$ cat src/rtl/multacc_seq.sv
// Sequencer for one shared signed MAC: clear, fetch T sample/coef pairs, round/shift/saturate.
// Latency: result valid T+3 cycles after the accept cycle; one job per T+4 cycles.
// Backpressure: result held on out_valid until out_ready; start ignored while busy.
module multacc_seq #(
    parameter int A_BITS   = 16,
    parameter int B_BITS   = 8,
    parameter int P_BITS   = 26,
    parameter int OUT_BITS = 16,
    parameter int MAX_TAPS = 8,
    parameter int IDX_BITS = $clog2(MAX_TAPS)
) (
    input  logic                clk,
    input  logic                rst,
    input  logic                start,
    input  logic [3:0]          taps,
    input  logic [4:0]          shift,
    output logic                busy,
    output logic                rd_en,
    output logic [IDX_BITS-1:0] rd_idx,
    input  logic [A_BITS-1:0]   sample_i,
    input  logic [B_BITS-1:0]   coef_i,
    output logic                mac_rst,
    output logic                mac_en,
    output logic [A_BITS-1:0]   mac_a,
    output logic [B_BITS-1:0]   mac_b,
    input  logic [P_BITS-1:0]   mac_p,
    output logic                out_valid,
    input  logic                out_ready,
    output logic [OUT_BITS-1:0] out_data
);

    localparam int TAP_W = 4;
    localparam int SUM_W = P_BITS + 1;
    localparam logic signed [SUM_W-1:0] SAT_HI = SUM_W'((2 ** (OUT_BITS - 1)) - 1);
    localparam logic signed [SUM_W-1:0] SAT_LO = ~SAT_HI;

    typedef enum logic [2:0] {
        IDLE  = 3'd0,
        CLR   = 3'd1,
        FETCH = 3'd2,
        LAST  = 3'd3,
        RND   = 3'd4,
        OUT   = 3'd5
    } state_t;

    state_t              state, state_n;
    logic [TAP_W-1:0]    t_r;
    logic [TAP_W-1:0]    t_eff;
    logic [4:0]          shift_r;
    logic [IDX_BITS-1:0] idx_r;
    logic                idx_last;

    logic signed [SUM_W-1:0] sum_ext, rnd_val, sum_rnd, sum_sh;
    logic [OUT_BITS-1:0]     sat_out;

    always_comb begin
        t_eff = taps;
        if (taps == '0)
            t_eff = TAP_W'(1);
        else if (taps > TAP_W'(MAX_TAPS))
            t_eff = TAP_W'(MAX_TAPS);
    end

    assign idx_last = (TAP_W'(idx_r) == (t_r - TAP_W'(1)));

    always_comb begin
        state_n = state;
        case (state)
            IDLE:    if (start) state_n = CLR;
            CLR:     state_n = (t_r > TAP_W'(1)) ? FETCH : LAST;
            FETCH:   if (idx_last) state_n = LAST;
            LAST:    state_n = RND;
            RND:     state_n = OUT;
            OUT:     if (out_ready) state_n = IDLE;
            default: state_n = IDLE;
        endcase
    end

    // Round half up, then arithmetic shift, in one extra bit of headroom.
    always_comb begin
        sum_ext = SUM_W'($signed(mac_p));
        rnd_val = '0;
        if (shift_r != 5'd0)
            rnd_val = SUM_W'(1) << (shift_r - 5'd1);
        sum_rnd = sum_ext + rnd_val;
        sum_sh  = sum_rnd >>> shift_r;
        if (sum_sh > SAT_HI)
            sat_out = {1'b0, {(OUT_BITS-1){1'b1}}};
        else if (sum_sh < SAT_LO)
            sat_out = {1'b1, {(OUT_BITS-1){1'b0}}};
        else
            sat_out = sum_sh[OUT_BITS-1:0];
    end

    always_ff @(posedge clk) begin
        if (rst) begin
            state    <= IDLE;
            t_r      <= TAP_W'(1);
            shift_r  <= '0;
            idx_r    <= '0;
            out_data <= '0;
        end else begin
            state <= state_n;
            case (state)
                IDLE: begin
                    if (start) begin
                        t_r     <= t_eff;
                        shift_r <= shift;
                    end
                end
                CLR:     idx_r    <= IDX_BITS'(1);
                FETCH:   idx_r    <= idx_r + IDX_BITS'(1);
                RND:     out_data <= sat_out;
                default: ;
            endcase
        end
    end

    assign busy      = (state != IDLE);
    assign rd_en     = (state == CLR) || (state == FETCH);
    assign rd_idx    = (state == FETCH) ? idx_r : '0;
    assign mac_rst   = rst || (state == CLR);
    assign mac_en    = (state == FETCH) || (state == LAST);
    assign mac_a     = sample_i;
    assign mac_b     = coef_i;
    assign out_valid = (state == OUT);

endmodule

$ cat config.mk
export PLATFORM = sky130hd
export DESIGN_NAME = multacc_seq
export DESIGN_NICKNAME = d
export VERILOG_FILES = /design/src/rtl/multacc_seq.sv
export SDC_FILE = /design/constraint.sdc
export NUM_CORES = 1
export LEC_CHECK = 0
export ABC_AREA = 1
export CORE_MARGIN = 3
export CORE_UTILIZATION = 45
export CTS_CLUSTER_SIZE = 16
export DETAILED_ROUTE_END_ITERATION = 8
export GPL_ROUTABILITY_DRIVEN = 0
export HOLD_SLACK_MARGIN = 0.02
export PLACE_DENSITY_LB_ADDON = 0.05
export SYNTH_ARGS = -nofsm -noshare
export SYNTH_HDL_FRONTEND = slang
export SYNTH_SLANG_ARGS = --single-unit
$ cat constraint.sdc
create_clock -name clk -period 4 [get_ports clk]
set_input_delay 0.4 -clock clk [delete_from_list [all_inputs] [get_ports clk]]
set_output_delay 0.4 -clock clk [all_outputs]
set_load 0.1 [all_outputs]
Yosys cells after proc, flatten, opt, wreduce, memory -nomap -nowiden --
Cells that the tools add are included.
Word-level totals: register bits 31, input port bits 63, output and inout bits 48, word-level logic and storage cells 46
Cells by class: add/subtract/negate cells 4, order comparisons 4, equal/unequal tests 9, shift operators 2, multiplexer cells 12, reductions and logical operators 10
Operator list (number):
- 16-bit 2-to-1 mux | 2
- 26-bit by 27-bit adder with 27-bit output | 1
- 27-bit by 16-bit greater-than comparator with 1-bit output (second input constant) | 1
- 27-bit by 16-bit less-than comparator with 1-bit output (second input constant) | 1
- 27-bit 2-to-1 mux | 1
- 1-bit by 5-bit << shifter with 27-bit output (first input constant) | 1
- 27-bit by 5-bit >>> shifter with 27-bit output | 1
- 3-bit case mux with 6 select lines | 1
- 3-bit 2-to-1 mux | 4
- 4-bit 2-to-1 mux | 2
- 3-bit by 2-bit == test with 1-bit output (second input constant) | 2
- 3-bit == test (second input constant) | 2
- 3-bit case mux with 2 select lines | 1
- 5-bit nonzero test | 1
- 5-bit by 1-bit subtractor with 5-bit output (second input constant) | 1
- 3-bit by 4-bit == test with 1-bit output | 1
- 4-bit by 1-bit greater-than comparator with 1-bit output (second input constant) | 1
- 4-bit greater-than comparator (second input constant) | 1
- 4-bit logical NOT | 1
- 2-bit inequality test (second input constant) | 2
- 4-bit by 1-bit subtractor with 4-bit output (second input constant) | 1
- 3-bit by 1-bit adder with 3-bit output (second input constant) | 1
- 3-bit by 1-bit == test with 1-bit output (second input constant) | 1
- 3-bit logical NOT | 1
- 7 further kinds | 9

Depth between registers and ports, before layout --
Gate-level depths: netlist of the first run.
word-level depth 8, gate-level depth with buffers 38, gate-level depth less buffers 35

Least setup slack after synthesis of the first run --
No wires, ideal clock.
path type reg2reg, from register shift_r[2], to register out_data[0], setup time 124 ps, arrival 3961 ps, data required time 3876 ps, setup slack -84 ps, cell stages (with the launch flop) 33, path buffers 4, period minus slack after synthesis 4084 ps, cells stage by stage dfxtp_1 -> inv_1 -> buf_2 -> clkbuf_1 -> clkbuf_1 -> nand2_1 -> nor2_1 -> nand2_1 -> inv_1 -> ha_1 -> inv_1 -> fa_1 -> inv_1 -> nand3_1 -> nand3_1 -> nand2_1 -> nand2_1 -> nand2_1 -> nand4_1 -> nand3_1 -> nand3_1 -> nand3_1 -> nand2_2 -> nand2_1 -> nand2_1 -> nand2_1 -> nor2_1 -> nand3_2 -> nand2_2 -> nand2_2 -> nand2_4 -> buf_12 -> a21oi_2
Between the ends: word-level cells in the longest chain between the ends 8, elaborated cells on any way between the ends 10, classes of those cells add/sub (2); order compare (2); shift (2); mux (3); reduce/logical (1)
Ends and longest elaborated chain:
- from (decl) | RTL line 49 | logic [4:0] shift_r;
- from (signal assigned) | RTL line 108 | shift_r <= shift;
- 5-bit by 1-bit subtractor with 5-bit output | RTL line 84 | rnd_val = SUM_W'(1) << (shift_r - 5'd1);
- 1-bit by 5-bit << shifter with 27-bit output | RTL line 84
- 27-bit 2-to-1 mux | RTL line 83 | if (shift_r != 5'd0)
- 26-bit by 27-bit adder with 27-bit output | RTL line 85 | sum_rnd = sum_ext + rnd_val;
- 27-bit by 5-bit >>> shifter with 27-bit output * | RTL line 86 | sum_sh = sum_rnd >>> shift_r;
- 27-bit by 16-bit less-than comparator with 1-bit output | RTL line 89 | else if (sum_sh < SAT_LO)
- 16-bit 2-to-1 mux | RTL line 89
- 16-bit 2-to-1 mux * | RTL line 87 | if (sum_sh > SAT_HI)
- to (signal assigned) | RTL line 113 | RND: out_data <= sat_out;
- to (decl) | RTL line 29 | output logic [OUT_BITS-1:0] out_data
Mark *: on every way between the ends. The rest lies on a longest branch, timed or not. A chain may end at the register's enable or synchronous reset.

Worst setup path after layout of the first run --
from register shift_r[1], to register out_data[8]
The elaborated chain is that of the path after synthesis.

==> results by group, run 1 <==
Placed design
  • Dpl ws: roughly 0.0046 ns
  • HPWL Detailed: 14300 um
  • # port buffers: slightly above 60
  • Placed Cells: between 1000 and 1500

Synth
  • Post-synth top flop: dfxtp_1
  • Synth unique cells: 43
  • Post-synth ARST share: 0%
  • Post-Syn Area per Cell: around 5.6 um^2
  • Syn nets: between 1000 and 1500
  • EDFF count, synth: 0
  • Seq/Total Area, Yosys: 11.2%
  • #FFs+latches synth: 31
  • Gate Count Post-Synth: 995
  • Synthesized cell area: roughly 5500 um^2
  • Ys Warns: 0

Setup path
  • Crit path kind: flop to flop
  • Reg2reg start: shift_r[1]
  • Largest stage delay, worst path: between 0.3 and 0.4 ns
  • Req. time, crit path: between 4 and 5 ns
  • Slowest cell on crit path: fa_2
  • Reg2reg end: out_data[8]
  • Worst R2R Path Depth: 33
  • Reg-to-reg slack, setup: 0.22 ns
  • Crit. Startpoint: shift_r[1]
  • Nature of the critical path startpoint: flop
  • Maximum fanout along the worst path: 8
  • Crit path arrival time: between 3 and 4 ns
  • Critical path endpoint category: flop

Floorplan
  • DIE AREA: between 10000 and 15000 um^2
  • Site Rows: 39
  • Die span in x: roughly 120 um
  • Die Y-Extent: 117 um
  • Initial core utilization: between 40% and 50%
  • IO Pins: 111
  • Core area: around 12000 um^2

Timing
  • Worst slew margin: 34.8%
  • Fin crit share: roughly 95%
  • Final WS setup: roughly 0.22 ns
  • Final-report max-slew violation count: 0
  • F_max: 264 MHz
  • Setup violators final: 0
  • Final hold violations: 0
  • Least-Margin Pin Slew: around 1 ns
  • Tmin final: roughly 3.8 ns
  • Final setup skew: slightly above 0.007 ns

Drt
  • Via Count: about 6600
  • DR WL/cell: 15.3 um
  • DR vias/cell: around 5.5
  • Drt first pass iters: 5
  • Total Wirelength: 18300 um
  • Remaining DRCs: 0
  • Post-DRT Antenna Nets: 0
  • First DRT Iteration DRCs: around 630

Cells and area
  • Most frequent cells in the layout: nand2_1, inv_1, nand3_1
  • Filler Cells Inserted: between 1000 and 1500
  • Most common cell after layout, fill and taps aside: nand2_1
  • Post-layout util: ~61%
  • Layout area overhead: 28.3%
  • Share of layout cells above drive strength 1: between 20% and 30%
  • Multi-input gate area: about 4600 um^2
  • Antenna cells: 0
  • Seq. cell area: a little over 600 um^2
  • Post-route insts no fill: 1200
  • Final net count: roughly 1100

Clocking
  • Clk_lat worst skew: between 0.2 and 0.3 ns
  • Htree depth: 2
  • Clock Path Buffers: 2
  • CTS hold repair buffers: 0
  • TritonCTS buffer count: 5
  • Clock Sinks: 31
  • CTS tree: yes
  • Clock Tree Root: clkbuf_16
  • CTS clk-pin slew, worst paths: approximately 0.060 ns

Power and ir drop
  • Leakage: ~3.5 nW
  • Pwr Total: about 3.8 mW
  • PwrDens: approximately 540 nW/um^2
  • Peak supply drop: about 0.43 mV

Worst hold path
  • Hold Crit Class: flop to flop
  • Worst Hold Depth: 2
  • Critical hold path startpoint: out_data[15]
  • Hold Crit Endpoint: out_data[15]

Global routing
  • Initial antenna violation count: 0
  • Largest net degree at the start of global routing: 31
  • First-pass GRT wire length: around 27000 um
  • Gr usage total: 25.1%
  • Vias in the first global route: around 5600
  • Grt ovf: 0

Run status
  • Status: complete, no violations

Job
  • Max cap viols: 0
## per-layer routing
metal | share of wire, % | vias up | track usage, %
li1 | - | 3333 | -
met1 | 47 | 2980 | 38.3
met2 | 45 | 229 | 38.2
met3 | 7.1 | 10 | 3.65
met4 | 0.66 | 0 | 3.36
met5 | 0 | - | 0
## cell usage after synthesis, types with 4 or more instances
| master | count | area (um^2) |
|---|---|---|
| a21oi_1 | 47 | 235 |
| a21oi_2 | 10 | 87.6 |
| buf_2 | 7 | 35.0 |
| buf_4 | 26 | 195 |
| clkbuf_1 | 19 | 71.3 |
| clkinv_1 | 4 | 15.0 |
| dfxtp_1 | 31 | 621 |
| ha_1 | 29 | 363 |
| inv_1 | 141 | 529 |
| nand2_1 | 278 | 1040 |
| nand2_2 | 18 | 113 |
| nand2_4 | 8 | 90.1 |
| nand3_1 | 147 | 736 |
| nand3_2 | 17 | 170 |
| nand4_1 | 12 | 75.1 |
| nor2_1 | 73 | 274 |
| nor2_2 | 8 | 50.1 |
| nor3_1 | 8 | 40.0 |
| o211ai_1 | 15 | 113 |
| o21ai_0 | 38 | 190 |
| or2_2 | 7 | 43.8 |
| xnor2_1 | 9 | 78.8 |
| xor2_1 | 7 | 61.3 |
## registers in the layout (all words and copies together) (netlist names)
register,cells
idx_r,3
t_r,4
shift_r,5
out_data,16
state,3
## where the power goes
group / switching (mW) / internal (mW)
registers: 0.0526 / 0.367
clock network: 0.142 / 0.310
logic: 1.94 / 0.991
total: 2.14 / 1.67
## through the flow
stage / TNS, ns / hold WS, ns / cell area, um^2
CTS: 0 / 0.476 / 6400
global route: -1.46 / 0.503 / 7110
finish: 0 / 0.475 / 7110
floorplan: 0 / 0.464 / 5540
global placement: 0 / 0.467 / 6230
detailed placement: 0 / 0.465 / 6230
## critical path, delay by kind of cell, from the launching register on
| family | cells | cell delay, ns |
|---|---|---|
| simple gates | 22 | 2.20 |
| fa+ha+maj | 2 | 0.53 |
| flops | 1 | 0.32 |
| compound gates | 2 | 0.22 |
| buf+inv | 7 | 0.43 |
## what timing repair did
item,in CTS,in global routing
gates resized for setup,0,140
setup buffers,0,16
setup endpoints to repair,0,15
## cell type report
class	count	area share, %
multi-input combinational	763	64.6
timing repair buffer	109	13.7
sequential	31	8.76
inverter	146	7.99
tap	143	2.52
clock buffer	6	1.95
clock inverter	2	0.493
## worst max-delay path by stage
stage / end / cells past startpoint
2_1_floorplan: out_data[0] / 32
3_3_place_gp: out_data[8] / 34
3_5_place_dp: out_data[11] / 34
4_1_cts: out_data[10] / 35
5_1_grt: out_data[8] / 31
6_report: out_data[8] / 33
## cells by family after synthesis
family,after synthesis,synth area share (%)
AOI/OAI and AO/OA,125,13.4
xor gates and xnor gates,17,2.82
adders and majority gates,30,6.91
buffers and inverters,203,16.2
DFF,31,11.2
and+or+nand+nor,589,49.5
Note: power is estimated with default switching activity, not from simulation.
==> run 2: changes to the inputs <==
--- a/config.mk
+++ b/config.mk
@@ -12,7 +12,7 @@
 export DETAILED_ROUTE_END_ITERATION = 8
 export GPL_ROUTABILITY_DRIVEN = 0
 export HOLD_SLACK_MARGIN = 0.02
-export PLACE_DENSITY_LB_ADDON = 0.05
+export PLACE_DENSITY_LB_ADDON = 0.08
 export SYNTH_ARGS = -nofsm -noshare
 export SYNTH_HDL_FRONTEND = slang
 export SYNTH_SLANG_ARGS = --single-unit
==> results by group, run 2 (synthesis results as in run 1) <==
Run status
  • Status: complete, no violations

Setup path
  • Req. time, crit path: 4.15 ns (-0.06 ns)
  • Reg-to-reg slack, setup: 0.20 ns (about the same)
  • Maximum fanout along the worst path: 9 (+1)
  • WP buf/inv: 6 (-1)
  • Critical Path Sink: out_data[2]
  • Largest stage delay, worst path: 0.35 ns (about the same)
  • Top delay family on crit path: simple AND/OR/NAND/NOR gates
  • Slowest cell on crit path: dfxtp_1
  • Reg2reg start: shift_r[0]
  • Critical path depth: 31 (-6.1%)
  • Crit path arrival time: 3.95 ns (-0.04 ns)
  • Worst R2R Path Depth: 31 (-6.1%)
  • Crit path kind: flop to flop
  • Crit. Startpoint: shift_r[0]
  • Nature of the critical path startpoint: flop
  • Critical path endpoint category: flop
  • Reg2reg end: out_data[2]

Drt
  • Remaining DRCs: 0 (unchanged)
  • DR vias/cell: 5.46 (about the same)
  • DR WL/cell: 15.1 um (-1.2%)
  • First DRT Iteration DRCs: 594 (-5.0%)
  • Via Count: 6479 (-1.1%)
  • Drt first pass iters: 5 (unchanged)
  • Post-DRT Antenna Nets: 0 (unchanged)
  • Total Wirelength: 17900 um (-2.3%)

Cells and area
  • Layout area overhead: 20.1%
  • Filler Cells Inserted: 1242 (+5.4%)
  • Antenna cells: 0 (unchanged)
  • Seq. cell area: 621 um^2 (-0.40%)
  • Final net count: 1137 (-1.0%)
  • Most common cell after layout, fill and taps aside: nand2_1
  • Multi-input gate area: 4280 um^2 (-6.8%)
  • Max FFs per register: 16 (unchanged)
  • Most frequent cells in the layout: nand2_1, inv_1, nand3_1
  • Share of layout cells above drive strength 1: 16.4% (-7.2 points)
  • Biggest register: out_data
  • Largest registers: out_data x16, shift_r x5, t_r x4
  • Finished Cell Area: 6660 um^2 (-6.4%)
  • Post-route insts no fill: 1187 (-1.1%)

Power and ir drop
  • Leakage: 3.38 nW (-3.4%)
  • Peak supply drop: 0.558 mV (+31%)
  • PwrDens: 521 nW/um^2 (-2.6%)

Floorplan
  • IO Pins: 111 (unchanged)
  • Die span in x: 117 um (unchanged)
  • DIE AREA: 13700 um^2 (unchanged)
  • Die Y-Extent: 117 um (unchanged)
  • Site Rows: 39 (unchanged)
  • Initial core utilization: 47.3% (unchanged)
  • Core area: 11700 um^2 (unchanged)

Clocking
  • TritonCTS buffer count: 5 (unchanged)
  • CTS hold repair buffers: 0 (unchanged)
  • Clk_lat worst skew: 0.27 ns (about the same)
  • CTS clk-pin slew, worst paths: 0.05 ns (about the same)
  • Clock Path Buffers: 2 (unchanged)
  • Clock Sinks: 31 (unchanged)
  • CTS tree: yes
  • Clock Tree Root: clkbuf_16
  • Htree depth: 2 (unchanged)

Global routing
  • Largest net degree at the start of global routing: 31 (unchanged)
  • First-pass GRT wire length: 28200 um (+3.1%)
  • Vias in the first global route: 5827 (+4.8%)
  • Initial antenna violation count: 0 (unchanged)
  • Gr usage total: 25.9% (+0.79 points)
  • Grt ovf: 0 (unchanged)

Timing
  • Tmin final: 3.80 ns (+0.0131 ns)
  • Least-Margin Pin Slew: 0.990 ns (+0.0156 ns)
  • Setup violators final: 0 (unchanged)
  • Fin crit share: 94.9% (+0.33 points)
  • F_max: 263 MHz (-0.34%)
  • Final setup skew: 0.00515 ns (-0.00210 ns)
  • Final-report max-slew violation count: 0 (unchanged)
  • Final hold violations: 0 (unchanged)
  • Worst slew margin: 33.8% (-1.0 points)

Worst hold path
  • Hold Crit Class: flop to flop

Job
  • Max cap viols: 0 (unchanged)

Placed design
  • Placed Area: 6240 um^2 (+0.12%)
  • Placed Cells: 1175 (+0.085%)
  • HPWL Detailed: 14500 um (+1.7%)
  • # port buffers: 62 (unchanged)
==> run 2: cell count changes in the layout (fill, tap and decap cells not counted), moves of 4 or more <==
cell,delta
buf_4,-11
nor2_1,+5
a21oi_1,+7
nand3_2,-17
nand2_2,-18
ha_1,+6
nand3_1,+21
nand2_1,+19
a21oi_2,-6
ha_2,-4
nand3_4,-4
==> run 2: how the worst min path moves through the flow <==
stage / cells past startpoint / startpoint / to / slack [ns]
after detailed placement: 2 / out_data[15] / out_data[15] / 0.47
after CTS: 2 / out_data[15] / out_data[15] / 0.49
final: 2 / out_data[15] / out_data[15] / 0.48
after global routing: 2 / out_data[15] / out_data[15] / 0.52
after floorplan: 2 / t_r[3] / t_r[3] / 0.46
after global placement: 2 / out_data[15] / out_data[15] / 0.47
==> run 2: layer usage <==
layer | vias to the layer above | GRT usage [%] | routed length (um) | part of all wire (%)
li1 | 3295 | - | - | -
met1 | 2905 | 38.8 | 8380 | 47
met2 | 257 | 40.1 | 7720 | 43
met3 | 22 | 3.55 | 1560 | 8.7
met4 | 0 | 4.05 | 211 | 1.2
met5 | - | 0 | 0 | 0
==> run 2: timing repair <==
item                       in CTS  in global routing
gates resized for setup         0                 58
setup endpoints to repair       0                 15
buffers inserted                0                  3
==> run 2: through the flow <==
stage	power, mW	setup WS [ns]	util [%]	setup TNS, ns	hold WS [ns]
floorplan	2.39	0.00630	-	0	0.464
detailed placement	2.93	0.0638	53.2	0	0.471
global route	3.76	-0.105	56.8	-1.12	0.519
CTS	3.31	0.0486	54.5	0	0.489
finish	3.47	0.203	56.8	0	0.478
global placement	2.95	0.0913	53.2	0	0.468
==> run 2: cell type report <==
type	count	share of cell area, %
clock buffers	6	2.09
repair buffers	97	13.2
well taps	143	2.69
inverters	146	8.33
multi-input cells	763	64.3
clock inverters	1	0.0752
flip-flops and latches	31	9.32
==> run 2: tightest hold or removal path: cells and delay by family (launching register included) <==
| family | cells | cell delay (ns) |
|---|---|---|
| compound gates | 1 | 0.06 |
| flops | 1 | 0.31 |
| simple gates | 1 | 0.06 |
==> run 2: report_power, final <==
part / leakage, nW / switching (mW) / internal [mW] / total, mW
clock: 0.0727 / 0.125 / 0.242 / 0.367
combinational: 3.05 / 1.80 / 0.877 / 2.68
sequential: 0.252 / 0.0531 / 0.367 / 0.420
==> run 3: changes to the inputs <==
--- a/config.mk
+++ b/config.mk
@@ -13,6 +13,7 @@
 export GPL_ROUTABILITY_DRIVEN = 0
 export HOLD_SLACK_MARGIN = 0.02
 export PLACE_DENSITY_LB_ADDON = 0.08
+export SKIP_LAST_GASP = 1
 export SYNTH_ARGS = -nofsm -noshare
 export SYNTH_HDL_FRONTEND = slang
 export SYNTH_SLANG_ARGS = --single-unit
==> results of run 3 <==
No change in the layout: final DEF, timing and power equal those of run 2.
